`config.mk`:
```
export PLATFORM = sky130hd
export DESIGN_NAME = rgb_sinp_word_flat
export DESIGN_NICKNAME = d
export VERILOG_FILES = /design/src/rtl/rgb_sinp_word_if.sv /design/src/rtl/rgb_sinp_word.sv /design/src/flat_wrapper.sv
export SDC_FILE = /design/constraint.sdc
export NUM_CORES = 1
export LEC_CHECK = 0
export CAP_MARGIN = 20
export CORE_AREA = 10 10 135 137
export DETAILED_ROUTE_END_ITERATION = 12
export DIE_AREA = 0 0 145 147
export GPL_TIMING_DRIVEN = 0
export SETUP_SLACK_MARGIN = 0.05
export SYNTH_ARGS = -nofsm -noshare
export SYNTH_HDL_FRONTEND = slang
export SYNTH_SLANG_ARGS = --single-unit
```
`constraint.sdc`:
```
create_clock -name clk -period 2.3 [get_ports clk]
set_input_delay 0.575 -clock clk [delete_from_list [all_inputs] [get_ports clk]]
set_output_delay 0.575 -clock clk [all_outputs]
set_load 0.01 [all_outputs]
```
`src/rtl/rgb_sinp_word_if.sv`:
```
// FIFO write-side bus of the WS2812b word decoder: write strobe/data,
// full back-pressure and the two status flags.
interface rgb_sinp_word_if;
  logic        in_wr_fifo_full;
  logic        out_wr_fifo_en;
  logic [31:0] out_wr_fifo_data;
  logic        out_overflow;
  logic        out_frame_err;

  modport master (
    input  in_wr_fifo_full,
    output out_wr_fifo_en,
    output out_wr_fifo_data,
    output out_overflow,
    output out_frame_err
  );

  modport slave (
    output in_wr_fifo_full,
    input  out_wr_fifo_en,
    input  out_wr_fifo_data,
    input  out_overflow,
    input  out_frame_err
  );
endinterface

```
`src/rtl/rgb_sinp_word.sv`:
```
// WS2812b serial line decoder: measures high-pulse widths on the
// synchronized line, assembles 24-bit GRB words and writes them (or a
// stream-reset marker after a long low period) into a FIFO.
module rgb_sinp_word #(
  parameter int STREAM_RESET_CLKS = 4800,
  parameter int MIN_HIGH_CLKS     = 8,
  parameter int BIT1_THRESH_CLKS  = 58,
  parameter int MAX_HIGH_CLKS     = 120
) (
  input  logic            clk,
  input  logic            rst,
  input  logic            in_sig,
  rgb_sinp_word_if.master bus
);

  localparam int CNT_MAX = (STREAM_RESET_CLKS > MAX_HIGH_CLKS) ? STREAM_RESET_CLKS : MAX_HIGH_CLKS;
  localparam int CNT_W   = $clog2(CNT_MAX + 1);

  // Thresholds expressed as "count before this clock" so that the
  // comparisons fire on the clock where the count reaches the limit.
  localparam logic [CNT_W-1:0] CNT_LIM  = CNT_W'(CNT_MAX);
  localparam logic [CNT_W-1:0] SR_M1    = CNT_W'(STREAM_RESET_CLKS - 1);
  localparam logic [CNT_W-1:0] MAXH_M1  = CNT_W'(MAX_HIGH_CLKS - 1);
  localparam logic [CNT_W-1:0] MINH     = CNT_W'(MIN_HIGH_CLKS);
  localparam logic [CNT_W-1:0] BIT1     = CNT_W'(BIT1_THRESH_CLKS);
  localparam logic [CNT_W-1:0] CNT_ONE  = CNT_W'(1);

  localparam logic [31:0] RESET_WORD = 32'hC000_0000;

  typedef enum logic [1:0] {
    S_SYNC,
    S_IDLE,
    S_HIGH,
    S_LOW
  } state_t;

  // Counter increment that sticks at its top value instead of wrapping.
  function automatic logic [CNT_W-1:0] sat_inc(input logic [CNT_W-1:0] v);
    if (v >= CNT_LIM) return v;
    return v + 1'b1;
  endfunction

  logic sig_meta;
  logic sig_s;
  logic sig_d;
  logic rise;
  logic fall;

  state_t           state, state_n;
  logic [CNT_W-1:0] cnt, cnt_n;
  logic [4:0]       bits, bits_n;
  logic [22:0]      shift, shift_n;
  logic             wr_en, wr_en_n;
  logic [31:0]      wr_data, wr_data_n;
  logic             ovf, ovf_n;
  logic             ferr, ferr_n;

  logic             bit_val;
  logic [23:0]      shifted;
  logic             do_write;
  logic [31:0]      word;

  assign rise = sig_s & ~sig_d;
  assign fall = ~sig_s & sig_d;

  // Two-flop synchronizer plus one delay stage for edge detection.
  always_ff @(posedge clk) begin
    if (rst) begin
      sig_meta <= 1'b0;
      sig_s    <= 1'b0;
      sig_d    <= 1'b0;
    end else begin
      sig_meta <= in_sig;
      sig_s    <= sig_meta;
      sig_d    <= sig_s;
    end
  end

  // State, counters, shift register and registered FIFO-side outputs.
  always_ff @(posedge clk) begin
    if (rst) begin
      state   <= S_SYNC;
      cnt     <= '0;
      bits    <= '0;
      shift   <= '0;
      wr_en   <= 1'b0;
      wr_data <= '0;
      ovf     <= 1'b0;
      ferr    <= 1'b0;
    end else begin
      state   <= state_n;
      cnt     <= cnt_n;
      bits    <= bits_n;
      shift   <= shift_n;
      wr_en   <= wr_en_n;
      wr_data <= wr_data_n;
      ovf     <= ovf_n;
      ferr    <= ferr_n;
    end
  end

  // Next-state logic: pulse measurement, bit decode, word assembly and
  // the write/drop decision against the FIFO full flag.
  always_comb begin
    state_n   = state;
    cnt_n     = cnt;
    bits_n    = bits;
    shift_n   = shift;
    wr_en_n   = 1'b0;
    wr_data_n = wr_data;
    ovf_n     = ovf;
    ferr_n    = 1'b0;
    bit_val   = (cnt >= BIT1);
    shifted   = {shift, bit_val};
    do_write  = 1'b0;
    word      = '0;

    case (state)
      S_SYNC: begin
        // Nothing is decoded until a full stream-reset low period is seen.
        if (sig_s) begin
          cnt_n = '0;
        end else if (cnt >= SR_M1) begin
          state_n = S_IDLE;
          cnt_n   = '0;
        end else begin
          cnt_n = sat_inc(cnt);
        end
      end

      S_IDLE: begin
        if (rise) begin
          state_n = S_HIGH;
          cnt_n   = CNT_ONE;
        end
      end

      S_HIGH: begin
        if (sig_s) begin
          if (cnt >= MAXH_M1) begin
            // Stuck-high line: drop everything and resynchronize.
            ferr_n  = 1'b1;
            shift_n = '0;
            bits_n  = '0;
            state_n = S_SYNC;
            cnt_n   = '0;
          end else begin
            cnt_n = sat_inc(cnt);
          end
        end else if (fall) begin
          state_n = S_LOW;
          cnt_n   = CNT_ONE;
          if (cnt >= MINH) begin
            if (bits == 5'd23) begin
              do_write = 1'b1;
              word     = {8'h80, shifted};
              shift_n  = '0;
              bits_n   = '0;
            end else begin
              shift_n = shifted[22:0];
              bits_n  = bits + 1'b1;
            end
          end
        end
      end

      S_LOW: begin
        if (rise) begin
          state_n = S_HIGH;
          cnt_n   = CNT_ONE;
        end else if (cnt >= SR_M1) begin
          // A partial word cannot survive a stream reset; flag it.
          do_write = 1'b1;
          word     = RESET_WORD;
          ferr_n   = (bits != 5'd0);
          bits_n   = '0;
          shift_n  = '0;
          state_n  = S_IDLE;
          cnt_n    = '0;
        end else begin
          cnt_n = sat_inc(cnt);
        end
      end

      default: begin
        state_n = S_SYNC;
        cnt_n   = '0;
      end
    endcase

    if (do_write) begin
      if (bus.in_wr_fifo_full) begin
        ovf_n = 1'b1;
      end else begin
        wr_en_n   = 1'b1;
        wr_data_n = word;
      end
    end
  end

  assign bus.out_wr_fifo_en   = wr_en;
  assign bus.out_wr_fifo_data = wr_data;
  assign bus.out_overflow     = ovf;
  assign bus.out_frame_err    = ferr;

endmodule

```
`src/flat_wrapper.sv`:
```
// flat-port wrapper written by rule: the top's interface ports become plain ports
module rgb_sinp_word_flat 
#(
  parameter int STREAM_RESET_CLKS = 4800,
  parameter int MIN_HIGH_CLKS     = 8,
  parameter int BIT1_THRESH_CLKS  = 58,
  parameter int MAX_HIGH_CLKS     = 120
)
  (clk, rst, in_sig, bus_in_wr_fifo_full, bus_out_wr_fifo_en, bus_out_wr_fifo_data, bus_out_overflow, bus_out_frame_err);
  rgb_sinp_word_if bus_i ();
  input  logic clk;
  input  logic rst;
  input  logic in_sig;
  input wire logic [$bits(bus_i.in_wr_fifo_full)-1:0] bus_in_wr_fifo_full;
  output wire logic [$bits(bus_i.out_wr_fifo_en)-1:0] bus_out_wr_fifo_en;
  output wire logic [$bits(bus_i.out_wr_fifo_data)-1:0] bus_out_wr_fifo_data;
  output wire logic [$bits(bus_i.out_overflow)-1:0] bus_out_overflow;
  output wire logic [$bits(bus_i.out_frame_err)-1:0] bus_out_frame_err;
  assign bus_i.in_wr_fifo_full = bus_in_wr_fifo_full;
  assign bus_out_wr_fifo_en = bus_i.out_wr_fifo_en;
  assign bus_out_wr_fifo_data = bus_i.out_wr_fifo_data;
  assign bus_out_overflow = bus_i.out_overflow;
  assign bus_out_frame_err = bus_i.out_frame_err;
  rgb_sinp_word #(.STREAM_RESET_CLKS(STREAM_RESET_CLKS), .MIN_HIGH_CLKS(MIN_HIGH_CLKS), .BIT1_THRESH_CLKS(BIT1_THRESH_CLKS), .MAX_HIGH_CLKS(MAX_HIGH_CLKS)) u_core (.clk(clk), .rst(rst), .in_sig(in_sig), .bus(bus_i));
endmodule
```
# Word-level counts from Yosys, hierarchy flattened
# Cells that the tools add are included.
# classes
addsub	2
order_cmp	5
n_eq_ne	11
muxes	66
n_bitwise	6
n_reduce_logical	9
# op_table
op	n
32-bit 2-to-1 mux	6
23-bit 2-to-1 mux	7
13-bit 2-to-1 mux	12
32-bit case mux with 2 select lines	1
13-bit case mux with 4 select lines	1
23-bit case mux with 2 select lines	1
5-bit 2-to-1 mux	7
13-bit greater-or-equal comparator, second input constant	2
1-bit 2-to-1 mux	20
2-bit 2-to-1 mux	7
13-bit by 1-bit adder with 13-bit output, second input constant	1
13-bit by 4-bit greater-or-equal comparator with 1-bit output, second input constant	1
13-bit by 6-bit greater-or-equal comparator with 1-bit output, second input constant	1
13-bit by 7-bit greater-or-equal comparator with 1-bit output, second input constant	1
5-bit case mux with 2 select lines	1
2-bit case mux with 4 select lines	1
3-bit by 1-bit inequality test with 1-bit output, second input constant	2
2-bit AND reduction	3
6-bit AND reduction	1
5-bit by 1-bit adder with 5-bit output, second input constant	1
5-bit equality test, second input constant	1
5-bit nonzero test	1
2-bit equality test, second input constant	2
2-bit by 1-bit inequality test with 1-bit output, second input constant	2
10 further kinds	16
# totals
ff_bits	81
output_inout_bits	35
elab_cells	110

# Depth between registers and ports, before layout
# depth
depth_word	9
ltp_mapped	8

# Least setup slack after synthesis
# Ideal clock, no wire load.
# synth_path
path_type	register to register
startpoint	register u_core.cnt[0]
endpoint	register u_core.cnt[11]
setup_time_ps	61
arrival_ps	1738
setup_slack_ps	502
path_stages_with_launch	7
n_path_buf	0
synth_period_minus_slack_ps	1798
path_cell_list	dfxtp_1 > ha_1 > nor2b_1 > nor3_1 > o21ai_1 > a2111oi_0 > a311o_1
# synth_via
elab_chain_cells	9
word_cells_on_any_way	23
cone_classes	add/sub (1); order compare (3); mux (19)
# synth_lines
element	line	source
from (decl)	rgb_sinp_word.sv:50	logic [CNT_W-1:0] cnt, cnt_n;
from (signal assigned)	rgb_sinp_word.sv:92	cnt <= cnt_n;
13-bit greater-or-equal comparator	rgb_sinp_word.sv:39	if (v >= CNT_LIM) return v;
1-bit 2-to-1 mux	rgb_sinp_word.sv:39	
1-bit 2-to-1 mux, on equally long branches	rgb_sinp_word.sv:123, rgb_sinp_word.sv:171, rgb_sinp_word.sv:140	
1-bit 2-to-1 mux, on equally long branches	rgb_sinp_word.sv:168, rgb_sinp_word.sv:121, rgb_sinp_word.sv:139	
1-bit 2-to-1 mux	rgb_sinp_word.sv:118	case (state)
13-bit 2-to-1 mux	rgb_sinp_word.sv:40	return v + 1'b1;
13-bit 2-to-1 mux, on equally long branches	rgb_sinp_word.sv:171, rgb_sinp_word.sv:123, rgb_sinp_word.sv:140	
13-bit 2-to-1 mux, on equally long branches	rgb_sinp_word.sv:168, rgb_sinp_word.sv:121, rgb_sinp_word.sv:139	
13-bit case mux with 4 select lines (*)	rgb_sinp_word.sv:118	
# Every way passes the cells marked *; elsewhere a longest branch is shown, timed or not. The select of a mux whose other input is x is not followed.
# A chain may end at the register's enable or synchronous reset.

# Worst setup path in the final report
# layout_path
startpoint	register u_core.cnt[10]
endpoint	register u_core.bits[2]
# layout_via
elab_chain_cells	3
word_cells_on_any_way	7
cone_classes	order compare (3); eq/ne (3); reduce/logical (1)
# layout_lines
element	line	source
13-bit by 7-bit greater-or-equal comparator with 1-bit output, or another cell as far along	rgb_sinp_word.sv:140	if (cnt >= MAXH_M1) begin
3-bit inequality test (no line), or another cell as far along	-	
6-bit AND reduction (no line) (*)	-	
to (signal assigned)	rgb_sinp_word.sv:93	bits <= bits_n;
to (decl)	rgb_sinp_word.sv:51	logic [4:0] bits, bits_n;
# Every way passes the cells marked *; elsewhere a longest branch is shown, timed or not.

==> impl_metrics.ini <==
[global_route]
grt_overflow_total = 0
grt_pass1_vias = 2731
grt_use_total = 0.08003
grt_pass1_wl_um = 14100
grt_max_degree = 13
antenna_found_initial = 0

[setup_path]
critPathCaptureType = flop
worstPathCellList = o21ai_0, o21ai_4, o31ai_1, o311ai_0, o41ai_1
arrival_ns = 2.37
slowest_delay_ns = 0.67
cp_top_family = compound AO/OA/AOI/OAI gates
crit_fanout = 10
worst-setup-path-type = reg2reg
startpoint_type = flop
worstPathRequired_ns = 2.52
worst-path-buf-inv = 0
slowest_stage = o31ai_1

[route]
drc = 0
vias_per_cell = 4.598
drt_wl_total_um = 8671
drt-pass1-iter-count = 5
detail-route-antenna-nets = 0
drtIter0Drc = 282
wl_per_cell_um = 13.55
num_vias = 2943

[worst_hold_path]
hold_class = reg2reg

[clocking]
cts.sinks = 75
cts-root-buf = clkbuf_16
htree_num_levels = 3
cts_buffers = 9
path_clk_slew_ns = 0.06
worst_skew_pair.late_latency_ns = 0.34
tritoncts = yes
cts_max_path_buffers = 2

[sta]
hold_viol_final = 0
final-max-slew-violation-count = 0
min_period_over_period = 0.9342
skew_ns = 0.003664
worst-slew-pin-transition_ns = 0.7248
final-setup-viol-count = 0
hold_ws_ns = 0.4338
rsz0062_at_grt = false
timing.fmax_mhz = 465.4
period_needed_ns = 2.149
slew_headroom = 0.5127

[logic_synthesis]
synthFlopType = dfxtp_1
synth.largest_area_cell = dfxtp_1
yosysWarningCount = 0
ys_ff_latch = 75
async_flop_share = 0
avgSynthCellArea_um2 = 9.419
yosys-top-cells-area = dfxtp_1, a32o_1, mux2i_1
synth_cell_type_count = 63
syn_area_um2 = 3495
yosysTopAreaCellShare = 0.4296
synth_edf_count = 0
syn_inst = 371
ys_seq_area_frac = 0.4296

[power_and_ir_drop]
power.density_nw_per_um2 = 635.9
internal-power_uw = 2205
irDropWorstVdd_mv = 0.3530
p_sw_uw = 602.3
switching_share = 0.2146
pwr-share-seq = 0.468
p_comb_frac = 0.038
p_leak_uw = 0.001639
clkPwrFrac = 0.494

[final_layout]
n_antenna_cell = 0
area_delta_synth_final_pct = 26.32
final_core_util = 0.2830
instances_no_fill = 640
ff_latch_area_um2 = 1501
final_cell_mix = dfxtp_1, nand2_1, clkdlybuf4s50_1
stdcell_area_um2 = 4414
multi_input_area_um2 = 1759
drive_above_1_share = 0.1274
layout_commonest_cell = dfxtp_1
fill_cells = 1615
nets = 427

[floorplanning]
die_w_um = 145
core_area_um2 = 15600
start_util = 0.2240
die_h_um = 147
dieArea_um2 = 21320
rows = 46
io_pins = 39

[job]
cap_violations = 0

[place]
io_buffers = 32
globalplace.congestion = 0.8963
dp_hpwl_um = 6353
dpl_cell_area_um2 = 4104
post-place-cells = 624

[run_status]
status = complete, no violations
-- synthesized netlist by cell type, types with 4 or more instances --
master and count:
a21oi_1 8, buf_2 5, nor3_1 9, dfxtp_1 75
a32o_1 24, nand4_1 10, nand3_1 10, o21a_1 4
ha_1 4, buf_6 8, clkbuf_1 10, o21ai_0 11
buf_4 7, a2111oi_0 5, nor2_1 17, nand2_1 53
xor2_1 7, inv_1 14, nor2b_1 4, mux2i_1 22
-- layout make-up --
class                   instances  share of cell area
well taps                     216             0.06122
repair buffers                 32             0.07256
plain buffers                  31             0.04790
inverters                      15             0.01276
clock inverters                 5             0.01190
clock buffers                  11             0.05499
flip-flops and latches         75              0.3401
multi-input cells             255              0.3985
-- power groups by stage --
| stage | combinational (uW) | clock (uW) | sequential (uW) |
|---|---|---|---|
| final | 107 | 1390 | 1310 |
| after global routing | 120 | 1470 | 1310 |
| after CTS | 105 | 1420 | 1310 |
| after detailed placement | 105 | 0 | 1340 |
| after global placement | 102 | 0 | 1340 |
| after floorplan | 76.5 | 0 | 1340 |
-- layer usage --
layer	GRT usage	vias up	part of all wire
met5	0	-	0
met4	0.03064	0	0.017
li1	-	1456	-
met3	0.03041	14	0.072
met1	0.1015	1379	0.47
met2	0.1201	94	0.44
-- metrics by stage --
| step | power, uW | setup TNS, ns | setup WS [ns] |
|---|---|---|---|
| 3_5_place_dp | 1446 | -0.02734 | -0.01781 |
| 4_1_cts | 2839 | 0 | 0.2004 |
| 6_report | 2807 | 0 | 0.1514 |
| 3_3_place_gp | 1443 | 0 | 0.01338 |
| 5_1_grt | 2908 | 0 | 0.09326 |
| 2_1_floorplan | 1415 | 0 | 0.5018 |
-- state kept, by name (all words and copies together), names as in the netlist, 2 cells and up --
| name | count |
|---|---|
| u_core.shift | 23 |
| u_core.bus.out_wr_fifo_data | 26 |
| u_core.state | 2 |
| u_core.cnt | 13 |
| u_core.bits | 5 |
-- cell families (layout without fill, tap and decap cells) --
family | count (synthesis) | after routing | synth area share
DFF | 75 | 75 | 0.4296
adders and majority gates | 4 | 4 | 0.01432
muxes | 22 | 22 | 0.06301
and+or+nand+nor | 126 | 126 | 0.1851
xor gates and xnor gates | 10 | 10 | 0.02506
buffers and inverters | 46 | 94 | 0.07590
other | 1 | 6 | 0.001073
AOI/OAI and AO/OA | 87 | 87 | 0.2059
-- final timing paths --
| kind | startpoint | end | slack (ns) | depth (start not counted) |
|---|---|---|---|---|
| worst min-delay path | u_core.sig_meta | u_core.sig_s | 0.43 | 1 |
| worst min register to register | u_core.sig_meta | u_core.sig_s | 0.43 | 1 |
| worst max register to register | u_core.cnt[10] | u_core.bits[2] | 0.15 | 5 |
| worst max-delay path | u_core.cnt[10] | u_core.bits[2] | 0.15 | 5 |
-- what timing repair did --
| item | 4_1_cts | 5_1_grt |
|---|---|---|
| endpoints found under the setup margin | 0 | 16 |
| hold buffers | 0 | 0 |
| setup buffers | 0 | 0 |
| gates resized for setup | 0 | 6 |
(Power assumes the default switching activity.)
